`src/rtl/mem_arbiter_if.sv`:
```
// Bundled request/grant, read-return and RAM-drive signals of the two-port memory arbiter.
// The slave modport is the arbiter's view; master is the requester/RAM environment.
interface mem_arbiter_if #(
   parameter int ADDR_W = 6,
   parameter int DATA_W = 16
);
   logic              stall;
   logic              if_req;
   logic [ADDR_W-1:0] if_addr;
   logic              if_gnt;
   logic [DATA_W-1:0] if_rdata;
   logic              if_rvalid;
   logic              d_req;
   logic              d_we;
   logic [ADDR_W-1:0] d_addr;
   logic [DATA_W-1:0] d_wdata;
   logic              d_gnt;
   logic [DATA_W-1:0] d_rdata;
   logic              d_rvalid;
   logic              addr_err;
   logic [ADDR_W-1:0] ram_add;
   logic [DATA_W-1:0] ram_data_in;
   logic              ram_r_w;
   logic              ram_enable;
   logic              ram_ce;
   logic [DATA_W-1:0] ram_data_out;

   modport slave (
      input  stall, if_req, if_addr, d_req, d_we, d_addr, d_wdata, ram_data_out,
      output if_gnt, if_rdata, if_rvalid, d_gnt, d_rdata, d_rvalid, addr_err,
      output ram_add, ram_data_in, ram_r_w, ram_enable, ram_ce
   );

   modport master (
      output stall, if_req, if_addr, d_req, d_we, d_addr, d_wdata, ram_data_out,
      input  if_gnt, if_rdata, if_rvalid, d_gnt, d_rdata, d_rvalid, addr_err,
      input  ram_add, ram_data_in, ram_r_w, ram_enable, ram_ce
   );
endinterface

```
`src/rtl/mem_arbiter.sv`:
```
// Single-RAM arbiter between an instruction-fetch read port and a data read/write port.
// Data has priority, but fetch is forced through after two consecutive data wins.
//
// read tag  | meaning
// TAG_NONE  | no read return pending this cycle
// TAG_FETCH | fetch read granted last cycle, return on if_* this cycle
// TAG_DATA  | data read granted last cycle, return on d_* this cycle
module mem_arbiter #(
   parameter int ADDR_W = 6,
   parameter int DATA_W = 16,
   parameter int DEPTH  = 32
) (
   input logic           clk,
   input logic           rst_n,
   mem_arbiter_if.slave  bus
);
   typedef enum logic [1:0] {TAG_NONE, TAG_FETCH, TAG_DATA} tag_e;

   localparam logic [ADDR_W:0] DEPTH_L = DEPTH[ADDR_W:0];

   tag_e              tag_q, tag_d;
   logic              oor_q, oor_d;
   logic              err_q, err_d;
   logic [1:0]        streak_q, streak_d;
   logic              open_c;
   logic              d_gnt_c, if_gnt_c, any_gnt_c, in_range_c;
   logic [ADDR_W-1:0] gnt_addr_c;
   logic              if_rvalid_c, d_rvalid_c;

   always_comb begin
      open_c     = rst_n && !bus.stall;
      d_gnt_c    = open_c && bus.d_req && !(streak_q == 2'd2 && bus.if_req);
      if_gnt_c   = open_c && bus.if_req && !d_gnt_c;
      any_gnt_c  = d_gnt_c || if_gnt_c;
      gnt_addr_c = d_gnt_c ? bus.d_addr : bus.if_addr;
      in_range_c = {1'b0, gnt_addr_c} < DEPTH_L;

      streak_d = streak_q;
      if (!bus.stall) begin
         if (!bus.if_req || if_gnt_c)
            streak_d = 2'd0;
         else if (d_gnt_c && streak_q != 2'd2)
            streak_d = streak_q + 2'd1;
      end

      tag_d = TAG_NONE;
      if (d_gnt_c && !bus.d_we)
         tag_d = TAG_DATA;
      else if (if_gnt_c)
         tag_d = TAG_FETCH;
      oor_d = any_gnt_c && !in_range_c;
      err_d = oor_d;
   end

   always_ff @(posedge clk) begin
      if (!rst_n) begin
         tag_q    <= TAG_NONE;
         oor_q    <= 1'b0;
         err_q    <= 1'b0;
         streak_q <= 2'd0;
      end else begin
         tag_q    <= tag_d;
         oor_q    <= oor_d;
         err_q    <= err_d;
         streak_q <= streak_d;
      end
   end

   // Returns are gated by rst_n so a read granted just before reset never completes.
   assign if_rvalid_c = rst_n && (tag_q == TAG_FETCH);
   assign d_rvalid_c  = rst_n && (tag_q == TAG_DATA);

   assign bus.if_gnt      = if_gnt_c;
   assign bus.d_gnt       = d_gnt_c;
   assign bus.if_rvalid   = if_rvalid_c;
   assign bus.d_rvalid    = d_rvalid_c;
   assign bus.if_rdata    = (if_rvalid_c && !oor_q) ? bus.ram_data_out : '0;
   assign bus.d_rdata     = (d_rvalid_c && !oor_q) ? bus.ram_data_out : '0;
   assign bus.addr_err    = rst_n && err_q;
   assign bus.ram_add     = gnt_addr_c;
   assign bus.ram_data_in = bus.d_wdata;
   assign bus.ram_r_w     = d_gnt_c && bus.d_we;
   assign bus.ram_enable  = any_gnt_c && in_range_c;
   assign bus.ram_ce      = open_c;
endmodule

```
`src/flat_wrapper.sv`:
```
// flat-port wrapper written by rule: the top's interface ports become plain ports
module mem_arbiter_flat 
#(
   parameter int ADDR_W = 6,
   parameter int DATA_W = 16,
   parameter int DEPTH  = 32
)
  (clk, rst_n, bus_stall, bus_if_req, bus_if_addr, bus_d_req, bus_d_we, bus_d_addr, bus_d_wdata, bus_ram_data_out, bus_if_gnt, bus_if_rdata, bus_if_rvalid, bus_d_gnt, bus_d_rdata, bus_d_rvalid, bus_addr_err, bus_ram_add, bus_ram_data_in, bus_ram_r_w, bus_ram_enable, bus_ram_ce);
  mem_arbiter_if #(.ADDR_W(ADDR_W), .DATA_W(DATA_W)) bus_i ();
  input logic clk;
  input logic rst_n;
  input wire logic [$bits(bus_i.stall)-1:0] bus_stall;
  input wire logic [$bits(bus_i.if_req)-1:0] bus_if_req;
  input wire logic [$bits(bus_i.if_addr)-1:0] bus_if_addr;
  input wire logic [$bits(bus_i.d_req)-1:0] bus_d_req;
  input wire logic [$bits(bus_i.d_we)-1:0] bus_d_we;
  input wire logic [$bits(bus_i.d_addr)-1:0] bus_d_addr;
  input wire logic [$bits(bus_i.d_wdata)-1:0] bus_d_wdata;
  input wire logic [$bits(bus_i.ram_data_out)-1:0] bus_ram_data_out;
  output wire logic [$bits(bus_i.if_gnt)-1:0] bus_if_gnt;
  output wire logic [$bits(bus_i.if_rdata)-1:0] bus_if_rdata;
  output wire logic [$bits(bus_i.if_rvalid)-1:0] bus_if_rvalid;
  output wire logic [$bits(bus_i.d_gnt)-1:0] bus_d_gnt;
  output wire logic [$bits(bus_i.d_rdata)-1:0] bus_d_rdata;
  output wire logic [$bits(bus_i.d_rvalid)-1:0] bus_d_rvalid;
  output wire logic [$bits(bus_i.addr_err)-1:0] bus_addr_err;
  output wire logic [$bits(bus_i.ram_add)-1:0] bus_ram_add;
  output wire logic [$bits(bus_i.ram_data_in)-1:0] bus_ram_data_in;
  output wire logic [$bits(bus_i.ram_r_w)-1:0] bus_ram_r_w;
  output wire logic [$bits(bus_i.ram_enable)-1:0] bus_ram_enable;
  output wire logic [$bits(bus_i.ram_ce)-1:0] bus_ram_ce;
  assign bus_i.stall = bus_stall;
  assign bus_i.if_req = bus_if_req;
  assign bus_i.if_addr = bus_if_addr;
  assign bus_i.d_req = bus_d_req;
  assign bus_i.d_we = bus_d_we;
  assign bus_i.d_addr = bus_d_addr;
  assign bus_i.d_wdata = bus_d_wdata;
  assign bus_i.ram_data_out = bus_ram_data_out;
  assign bus_if_gnt = bus_i.if_gnt;
  assign bus_if_rdata = bus_i.if_rdata;
  assign bus_if_rvalid = bus_i.if_rvalid;
  assign bus_d_gnt = bus_i.d_gnt;
  assign bus_d_rdata = bus_i.d_rdata;
  assign bus_d_rvalid = bus_i.d_rvalid;
  assign bus_addr_err = bus_i.addr_err;
  assign bus_ram_add = bus_i.ram_add;
  assign bus_ram_data_in = bus_i.ram_data_in;
  assign bus_ram_r_w = bus_i.ram_r_w;
  assign bus_ram_enable = bus_i.ram_enable;
  assign bus_ram_ce = bus_i.ram_ce;
  mem_arbiter #(.ADDR_W(ADDR_W), .DATA_W(DATA_W), .DEPTH(DEPTH)) u_core (.clk(clk), .rst_n(rst_n), .bus(bus_i));
endmodule
```
`config.mk`:
```
export PLATFORM = sky130hd
export DESIGN_NAME = mem_arbiter_flat
export DESIGN_NICKNAME = d
export VERILOG_FILES = /design/src/rtl/mem_arbiter_if.sv /design/src/rtl/mem_arbiter.sv /design/src/flat_wrapper.sv
export SDC_FILE = /design/constraint.sdc
export NUM_CORES = 1
export LEC_CHECK = 0
export CAP_MARGIN = 10
export CORE_MARGIN = 2
export CORE_UTILIZATION = 24
export DETAILED_ROUTE_END_ITERATION = 10
export PLACE_DENSITY = 0.92
export SLEW_MARGIN = 20
export SYNTH_ARGS = -nofsm -noshare
export SYNTH_HDL_FRONTEND = slang
export SYNTH_SLANG_ARGS = --single-unit
export TNS_END_PERCENT = 100
```
`constraint.sdc`:
```
create_clock -name clk -period 2 [get_ports clk]
set_input_delay 0.6 -clock clk [delete_from_list [all_inputs] [get_ports clk]]
set_output_delay 0.6 -clock clk [all_outputs]
set_load 0.01 [all_outputs]
```
# Word-level counts from Yosys, hierarchy flattened
# Index checks and enable logic that the tools add are counted.
# op_classes
addsub	1
multipliers	0
div	0
order_cmp	1
eq_ne	4
n_shift	0
n_mux	7
bitwise_logic	2
reduce_logical	28
# op_table
op	n
2-to-1 mux 16 bit	2
logical AND 1 bit	16
zero test 1 bit	7
less-than comparator 6 bit (second input constant)	1
2-to-1 mux 2 bit	3
2-to-1 mux 6 bit	1
equality test 2 bit (second input constant)	2
adder 2 x 1 -> 2 bit (second input constant)	1
equality test 2 x 1 -> 1 bit (second input constant)	1
logical OR 1 bit	2
inequality test 2 bit (second input constant)	1
inverter 1 bit	2
AND reduction 2 bit	1
nonzero test 2 bit	1
OR reduction 2 bit	1
2-to-1 mux 1 bit	1
# totals
regBits	5
latch_bits	0
mem_bits_rw	0
mem_bits_ro	0
inputBits	50
output_inout_bits	62
wordCells	47
mem_count	0

# Depth between registers and ports, before layout
# Gate-level depths: netlist of run 1.
# logic_depth
depth_word	9
depth_mapped	5
depth_no_buf	5

# Worst setup path before layout of run 1
# Ideal clock, no wire load.
# synth_timing
path_type	input to output
startpoint	in bus_stall
endpoint	out bus_ram_add[0]
t_arrival_ns	1.298
required_time_ns	1.400
path_slack_ns	0.102
path_stages	4
n_path_buf	0
cell_sequence	nand2b_2 -> inv_4 -> nand2_8 -> mux2_4
# synth_between
elab_chain_len	5
# synth_rtl
element	line	text
start, declared	flat_wrapper.sv:12	input wire logic [$bits(bus_i.stall)-1:0] bus_stall;
zero test 1 bit	-	
logical AND 1 bit	mem_arbiter.sv:31	open_c = rst_n && !bus.stall;
net bus_ram_ce	flat_wrapper.sv:31	output wire logic [$bits(bus_i.ram_ce)-1:0] bus_ram_ce;
logical AND 1 bit (2 in a row)	mem_arbiter.sv:32	d_gnt_c = open_c && bus.d_req && !(streak_q == 2'd2 && bus.if_req);
2-to-1 mux 6 bit	mem_arbiter.sv:35	gnt_addr_c = d_gnt_c ? bus.d_addr : bus.if_addr;
end, declared	flat_wrapper.sv:27	output wire logic [$bits(bus_i.ram_add)-1:0] bus_ram_add;
# The timed path passes the listed nets, and every way through them passes these cells.

# Worst setup path in the final report of run 1
# layout_timing
startpoint	reg u_core.streak_q[0]
endpoint	out bus_ram_add[3]
# layout_between
elab_chain_len	5
# layout_rtl
element	line	text
start, declared	mem_arbiter.sv:24	logic [1:0] streak_q, streak_d;
start signal, assigned	mem_arbiter.sv:65	streak_q <= streak_d;
equality test 2 bit	mem_arbiter.sv:32	
logical AND 1 bit	mem_arbiter.sv:32	
zero test 1 bit	mem_arbiter.sv:32	
logical AND 1 bit	mem_arbiter.sv:32	
2-to-1 mux 6 bit	mem_arbiter.sv:35	
# Every way passes these cells.

==> results of run 1 <==
-- layout make-up --
type | count | area (um^2)
inverters | 3 | 16.27
well taps | 44 | 55.05
repair buffers | 102 | 982.2
multi-input cells | 64 | 585.6
flip-flops and latches | 5 | 101.3
clock buffers | 4 | 26.28
fillers | 278 | 1286
-- registers in the layout (all words and copies together), names as in the netlist --
name and count:
u_core.oor_q 1, u_core.streak_q 2, u_core.tag_q 2
-- synth_stat cells (all sizes together) (2+ instances only) --
| cell | number | share of area, % |
|---|---|---|
| and4bb | 2 | 3.3 |
| and3b | 2 | 2.3 |
| buf | 16 | 16 |
| dfxtp | 5 | 13 |
| nor2 | 2 | 0.98 |
| inv | 3 | 1.8 |
| and2 | 34 | 31 |
| nand3b | 2 | 2.0 |
| a21boi | 2 | 3.4 |
| and3 | 3 | 2.4 |
| nand2b | 3 | 2.8 |
| mux2 | 6 | 12 |
| nand2 | 3 | 3.6 |
| clkbuf | 2 | 1.3 |
-- power groups by stage --
stage | Clock, uW | Sequential (uW) | Combinational, uW
floorplan | 0 | 106 | 92.6
global placement | 0 | 107 | 191
detailed placement | 0 | 107 | 194
CTS | 118 | 105 | 202
global route | 129 | 106 | 235
finish | 115 | 105 | 219
-- worst min-delay path by stage --
stage                  startpoint                  to  slack [ps]  cells after the start
2_1_floorplan  u_core.streak_q[0]  u_core.streak_q[0]         440                      2
3_3_place_gp   u_core.streak_q[0]  u_core.streak_q[0]         460                      2
3_5_place_dp   u_core.streak_q[0]  u_core.streak_q[0]         470                      2
4_1_cts        u_core.streak_q[0]  u_core.streak_q[0]         590                      3
5_1_grt        u_core.streak_q[0]  u_core.streak_q[0]         610                      3
6_report       u_core.streak_q[0]  u_core.streak_q[0]         580                      3
-- stage by stage --
| step | instances | worst slack (ps) | setup TNS, ps | hold WS (ps) | utilization, % |
|---|---|---|---|---|---|
| 3_5_place_dp | 209 | -875.4 | -37690 | 471.5 | 52.05 |
| 2_1_floorplan | 90 | 101.8 | 0 | 443.7 | - |
| 3_3_place_gp | 209 | -852.6 | -36940 | 457.8 | 52.05 |
| 6_report | 222 | -281.8 | -1626 | 583.6 | 57.87 |
| 4_1_cts | 220 | -272.0 | -1484 | 586.7 | 51.80 |
| 5_1_grt | 222 | -328.0 | -2036 | 610.8 | 57.87 |
-- cell usage in the layout, fill, tap and decap left out, types with 2 or more instances in the layout --
cell type,n
sky130_fd_sc_hd__and3_1,3
sky130_fd_sc_hd__buf_6,40
sky130_fd_sc_hd__nand2b_1,2
sky130_fd_sc_hd__and2_4,26
sky130_fd_sc_hd__dlygate4sd2_1,3
sky130_fd_sc_hd__nand3b_1,2
sky130_fd_sc_hd__and3b_1,2
sky130_fd_sc_hd__dfxtp_1,4
sky130_fd_sc_hd__nor2_1,2
sky130_fd_sc_hd__mux2_4,6
sky130_fd_sc_hd__clkbuf_4,3
sky130_fd_sc_hd__clkdlybuf4s50_1,29
sky130_fd_sc_hd__nand2_1,2
sky130_fd_sc_hd__and4bb_2,2
sky130_fd_sc_hd__inv_2,2
sky130_fd_sc_hd__and2_1,7
sky130_fd_sc_hd__buf_4,14
sky130_fd_sc_hd__buf_2,12
-- timing repair --
item	4_1_cts	5_1_grt
setup endpoints to repair	46	29
buffers inserted	6	1
pin swaps	3	1
gates cloned	1	1
gates resized for setup	220	47
endpoints found under the hold margin	0	0
-- layer usage --
layer / vias to the layer above / GRT usage, % / share of wire [%]
met5: - / 0 / 0
met4: 0 / 5.280 / 0
met3: 0 / 3.625 / 13
met2: 53 / 20.58 / 54
met1: 398 / 12.23 / 33
li1: 457 / - / -
-- logic make-up (layout without fill, tap and decap cells) --
| group | after synthesis | in the layout | share of synthesized area, % |
|---|---|---|---|
| simple gates | 52 | 52 | 48.70 |
| mux | 6 | 6 | 11.73 |
| compound gates | 5 | 5 | 6.189 |
| buf+inv | 21 | 109 | 18.73 |
| flops | 5 | 5 | 13.03 |
| fa+ha+maj | 1 | 1 | 1.628 |
-- critical path, stage by stage (launching register included) --
cell and delay [ps]:
sky130_fd_sc_hd__dfxtp_2 330, sky130_fd_sc_hd__inv_2 40, sky130_fd_sc_hd__ha_4 160, sky130_fd_sc_hd__a21boi_4 170, sky130_fd_sc_hd__buf_12 130, sky130_fd_sc_hd__nand2_8 60
sky130_fd_sc_hd__buf_6 120, sky130_fd_sc_hd__mux2_4 290, sky130_fd_sc_hd__buf_6 120
==> results.json, run 1 <==
{
  "dieArea_um2": 3669,
  "gpl.final_weighted_congestion": 0.6975,
  "min_period_over_period_pct": 114.1,
  "power_switching_uw": 111.7,
  "criticalPathCategory": "reg2out",
  "placed_cell_area_um2": 1589,
  "final_ant_viol_nets": 0,
  "core_area_um2": 3053,
  "violated_checks": "setup timing",
  "synth-main-ff-cell": "sky130_fd_sc_hd__dfxtp_1",
  "core.rowCount": 20,
  "power.share.sequential_pct": 24.0,
  "port_buffers": 79,
  "cp_required_ps": 1400,
  "total_gr_overflow": 0,
  "mappedNetlistNets": 141,
  "pin_count_of_the_biggest_net_entering_global_routing": 10,
  "drtPass1Iterations": 2,
  "finalHoldViolCount": 0,
  "cts_buffers": 3,
  "antenna_cells_inserted": 0,
  "cap_viol_max_count": 0,
  "global_route.usage.total_pct": 11.49,
  "grt_first_pass_wirelength_um": 3236,
  "totalWireLength_um": 2338,
  "clock_power_share_pct": 26.1,
  "io-pin-count": 112,
  "layout_min_cycle_time_ps": 2282,
  "tritoncts_clock_tree": "built",
  "worst_setup_path_end_kind": "output pin",
  "detailedPlacementHpwl_um": 1776,
  "wire_per_inst_um": 10.53,
  "antenna_violations_before_repair": 0,
  "avgSynthCellArea_um2": 8.536,
  "start_util_pct": 25.16,
  "postCtsHoldBufs": 0,
  "stdcell_area_um2": 1767,
  "crit_path_end": "bus_ram_add[3]",
  "p_sw_share_pct": 25.42,
  "clock_path_buffers": 2,
  "max-slew-margin-rel_pct": 88.06,
  "worst_r2r_startpoint": "u_core.streak_q[0]",
  "postSynthRegisterBits": 5,
  "synthDistinctLibCells": 24,
  "syn_inst": 90,
  "max_freq_ghz": 0.4382,
  "reg2reg_to": "u_core.tag_q[0]",
  "async_reset_ff_share_pct": 0,
  "timing.final.max_slew_violations": 0,
  "synth.cell_area_um2": 768.2,
  "hold_class": "reg2reg",
  "clkSlewWorstSetupHoldPaths_ps": 50,
  "drt_iter0_drc": 13,
  "count_of_flip_flops_with_a_built_in_enable_after_synthesis": 0,
  "numClockSinks": 5,
  "drt-vias-per-instance": 4.090,
  "number_of_cell_instances_on_the_worst_register_to_register_path": 10,
  "run_status": "finished with violations",
  "final.setup_skew_ps": 6.065,
  "area_growth_pct": 130.0,
  "rsz0062_at_grt": "yes",
  "comb_power_share_pct": 49.9,
  "power_dens_cells_nw_per_um2": 248.6,
  "die_height_um": 60.58,
  "worst_skew_pair.late_latency_ps": 240,
  "setup_violations": 9,
  "tightest_slew_ps": 177.5,
  "layout-drive-gt1-share_pct": 64.61,
  "timing.final.ws_setup_ps": -281.8,
  "root_buffer": "sky130_fd_sc_hd__clkbuf_4",
  "ctsHtreeMaxLevel": 1,
  "number_of_global_route_vias_before_repair": 777,
  "vias": 908,
  "yosysWarningCount": 0,
  "drcViolationCount": 0,
  "internal_power_uw": 327.6,
  "fin_total_pwr_uw": 439.2,
  "total_leakage_power_uw": 0.0008864,
  "worst_setup_path_start": "u_core.streak_q[0]",
  "chipWidth_um": 60.58,
  "vdd_ir_max_uv": 224.1,
  "worst_setup_path_start_kind": "flip-flop",
  "timing.reg2reg.setup_slack_ps": 320,
  "layout.nets": 230,
  "synth_seq_area_share_pct": 13.03,
  "worst_ep_arrival_time_ps": 1680,
  "critPathMaxFanout": 6
}
Power figures use the tool's default switching activity.
==> run 2: changes to the inputs <==
--- a/constraint.sdc
+++ b/constraint.sdc
@@ -3,2 +3,2 @@
 set_output_delay 0.6 -clock clk [all_outputs]
-set_load 0.01 [all_outputs]
+set_load 0.1 [all_outputs]
==> run 2 against run 1 <==
  * Highest routed layer is now met4
  * Critical path depth decreased by 4
  * Clock skew about the same
  * The run still ends with setup timing left
  * Clock-buffer cell count unchanged
  * Register-to-register slack improved by 100 ps
==> results.json, run 2 (synthesis results as in run 1) <==
{
  "run_status": "finished with violations",
  "violated_checks": "setup timing",
  "layout_common_cells": "47 x sky130_fd_sc_hd__buf_12, 32 x sky130_fd_sc_hd__and2_4, 14 x sky130_fd_sc_hd__dlygate4sd2_1",
  "chipWidth_um": 60.58,
  "worst_setup_path_end_kind": "output pin",
  "drtPass1Iterations": 4,
  "start_util_pct": 25.16,
  "grt_first_pass_wirelength_um": 5292,
  "core.rowCount": 20,
  "holdPathStages": 3,
  "list_of_cells_traversed_by_the_critical_path": "clkdlybuf4s50_1, nand3b_1, a21oi_4, buf_12",
  "cts_buffers": 3,
  "hp-start": "u_core.streak_q[0]",
  "wire_per_inst_um": 15.99,
  "layout-drive-gt1-share_pct": 73.56,
  "cp.depth": 4,
  "numClockSinks": 5,
  "port_buffers": 79,
  "p_sw_share_pct": 44.36,
  "reg2reg_to": "u_core.tag_q[0]",
  "worst_skew_pair.late_latency_ps": 250,
  "layout_commonest_cell": "sky130_fd_sc_hd__buf_12",
  "clock_path_buffers": 2,
  "cp_required_ps": 1400,
  "clkSlewWorstSetupHoldPaths_ps": 50,
  "area_growth_pct": 195.4,
  "postCtsHoldBufs": 0,
  "timing.final.ws_setup_ps": -276.9,
  "worst_ep_arrival_time_ps": 1680,
  "drt_iter0_drc": 12,
  "comb_power_share_pct": 65.1,
  "criticalPathCategory": "in2out",
  "worst_r2r_startpoint": "u_core.streak_q[0]",
  "number_of_global_route_vias_before_repair": 1087,
  "reg_top3": "u_core.streak_q (2), u_core.tag_q (2), u_core.oor_q (1)",
  "vdd_ir_max_uv": 209.2,
  "worst_setup_path_start_kind": "input port",
  "tritoncts_clock_tree": "built",
  "rsz0062_at_grt": "yes",
  "pin_count_of_the_biggest_net_entering_global_routing": 9,
  "vias": 984,
  "final_ant_viol_nets": 0,
  "critPathMaxFanout": 3,
  "max_freq_ghz": 0.4392,
  "ctsHtreeMaxLevel": 1,
  "nFillCells": 211,
  "cpPeakStageDelay_ps": 460,
  "family_with_the_most_delay_on_the_worst_path": "buffers and inverters",
  "dieArea_um2": 3669,
  "finalHoldViolCount": 0,
  "drcViolationCount": 0,
  "power.share.sequential_pct": 16.0,
  "drt-vias-per-instance": 4.514,
  "global_route.usage.total_pct": 19.39,
  "io-pin-count": 112,
  "antenna_cells_inserted": 0,
  "power_dens_cells_nw_per_um2": 293.3,
  "setup_total_negative_slack_ps": -2459,
  "internal_power_uw": 370.4,
  "total_leakage_power_uw": 0.001018,
  "max-slew-margin-rel_pct": 80.94,
  "layout.nets": 226,
  "timing.hold.ws_ps": 612.2,
  "gpl.final_weighted_congestion": 0.7551,
  "totalWireLength_um": 3485,
  "cap_viol_max_count": 0,
  "clock_power_share_pct": 18.9,
  "root_buffer": "sky130_fd_sc_hd__clkbuf_4",
  "tightest_slew_ps": 285.2,
  "crit_buf_inv": 2,
  "number_of_cell_instances_on_the_worst_register_to_register_path": 8,
  "hold_class": "reg2reg",
  "setup_violations": 10,
  "finish.cell_count_without_fillers": 218,
  "antenna_violations_before_repair": 0,
  "min_period_over_period_pct": 113.8,
  "finish.utilization_pct": 74.34,
  "core_area_um2": 3053,
  "total_gr_overflow": 0,
  "power_switching_uw": 295.3,
  "dp_cells": 208,
  "layout_min_cycle_time_ps": 2277,
  "timing.hold.worst_endpoint": "u_core.streak_q[0]",
  "fin_total_pwr_uw": 665.7,
  "timing.reg2reg.setup_slack_ps": 420,
  "detailedPlacementHpwl_um": 2703,
  "slowest_stage": "sky130_fd_sc_hd__clkdlybuf4s50_1",
  "timing.final.max_slew_violations": 0,
  "die_height_um": 60.58,
  "final.setup_skew_ps": 6.166
}
==> run 2: changes by cell type in the layout (fill, tap and decap cells not counted), moves of 3 or more <==
cell	delta
sky130_fd_sc_hd__buf_6	-37
sky130_fd_sc_hd__and2_4	+6
sky130_fd_sc_hd__buf_2	-9
sky130_fd_sc_hd__and2_1	-6
sky130_fd_sc_hd__dfxtp_1	-3
sky130_fd_sc_hd__and4bb_4	+4
sky130_fd_sc_hd__buf_12	+46
sky130_fd_sc_hd__dlygate4sd2_1	+11
sky130_fd_sc_hd__clkdlybuf4s50_1	-16
==> run 2: final cells by class <==
class	count	area, um^2	share of cell area (%)
clock buffers	4	26.28	1.158
inverters	3	27.53	1.213
multi-input cells	67	680.7	29.99
flip-flops and latches	5	107.6	4.741
well taps	44	55.05	2.426
repair buffers	95	1373	60.47
==> run 2: power by group through the flow <==
| stage | registers (uW) | logic, uW | clock network (uW) |
|---|---|---|---|
| after CTS | 107 | 429 | 129 |
| after detailed placement | 107 | 425 | 0 |
| final | 107 | 433 | 126 |
| after global routing | 107 | 448 | 137 |
| after global placement | 107 | 417 | 0 |
| after floorplan | 106 | 374 | 0 |
==> run 2: stage by stage <==
step | setup slack [ps] | instance area (um^2)
global route | -342.9 | 2270
CTS | -289.7 | 2231
finish | -276.9 | 2270
floorplan | -147.9 | 852.1
detailed placement | -605.3 | 2151
global placement | -554.6 | 2151
==> run 2: worst max-delay path by stage <==
| stage | end | start |
|---|---|---|
| floorplan | bus_ram_enable | bus_d_req |
| global placement | bus_d_rdata[0] | rst_n |
| detailed placement | bus_d_rdata[0] | rst_n |
| CTS | bus_ram_add[0] | u_core.streak_q[0] |
| global route | bus_ram_add[0] | u_core.streak_q[0] |
| finish | bus_ram_enable | bus_if_addr[5] |
==> run 2: layer usage <==
| metal | GRT usage, % | vias to the layer above | part of all wire (%) |
|---|---|---|---|
| met4 | 10.87 | 0 | 2.7 |
| met3 | 3.838 | 10 | 9.6 |
| met2 | 38.25 | 64 | 57 |
| met5 | 0 | - | 0 |
| li1 | - | 457 | - |
| met1 | 18.25 | 453 | 30 |
==> run 2: timing repair <==
item	4_1_cts	5_1_grt
setup endpoints to repair	46	42
resized for setup	57	9
setup buffers	3	2
pin swaps	7	7
cloned	3	0
==> run 2: worst reg2reg max path: cells and delay by family (launching register included) <==
kind	cells	cell delay, ps
compound gates	1	280
fa+ha+maj	1	160
buf+inv	4	410
flops	1	330
simple gates	2	280
==> run 3: changes to the inputs <==
- CTS_CLUSTER_SIZE: not set -> 16
==> results of run 3 <==
No change in the layout: final DEF, timing and power equal those of run 2.
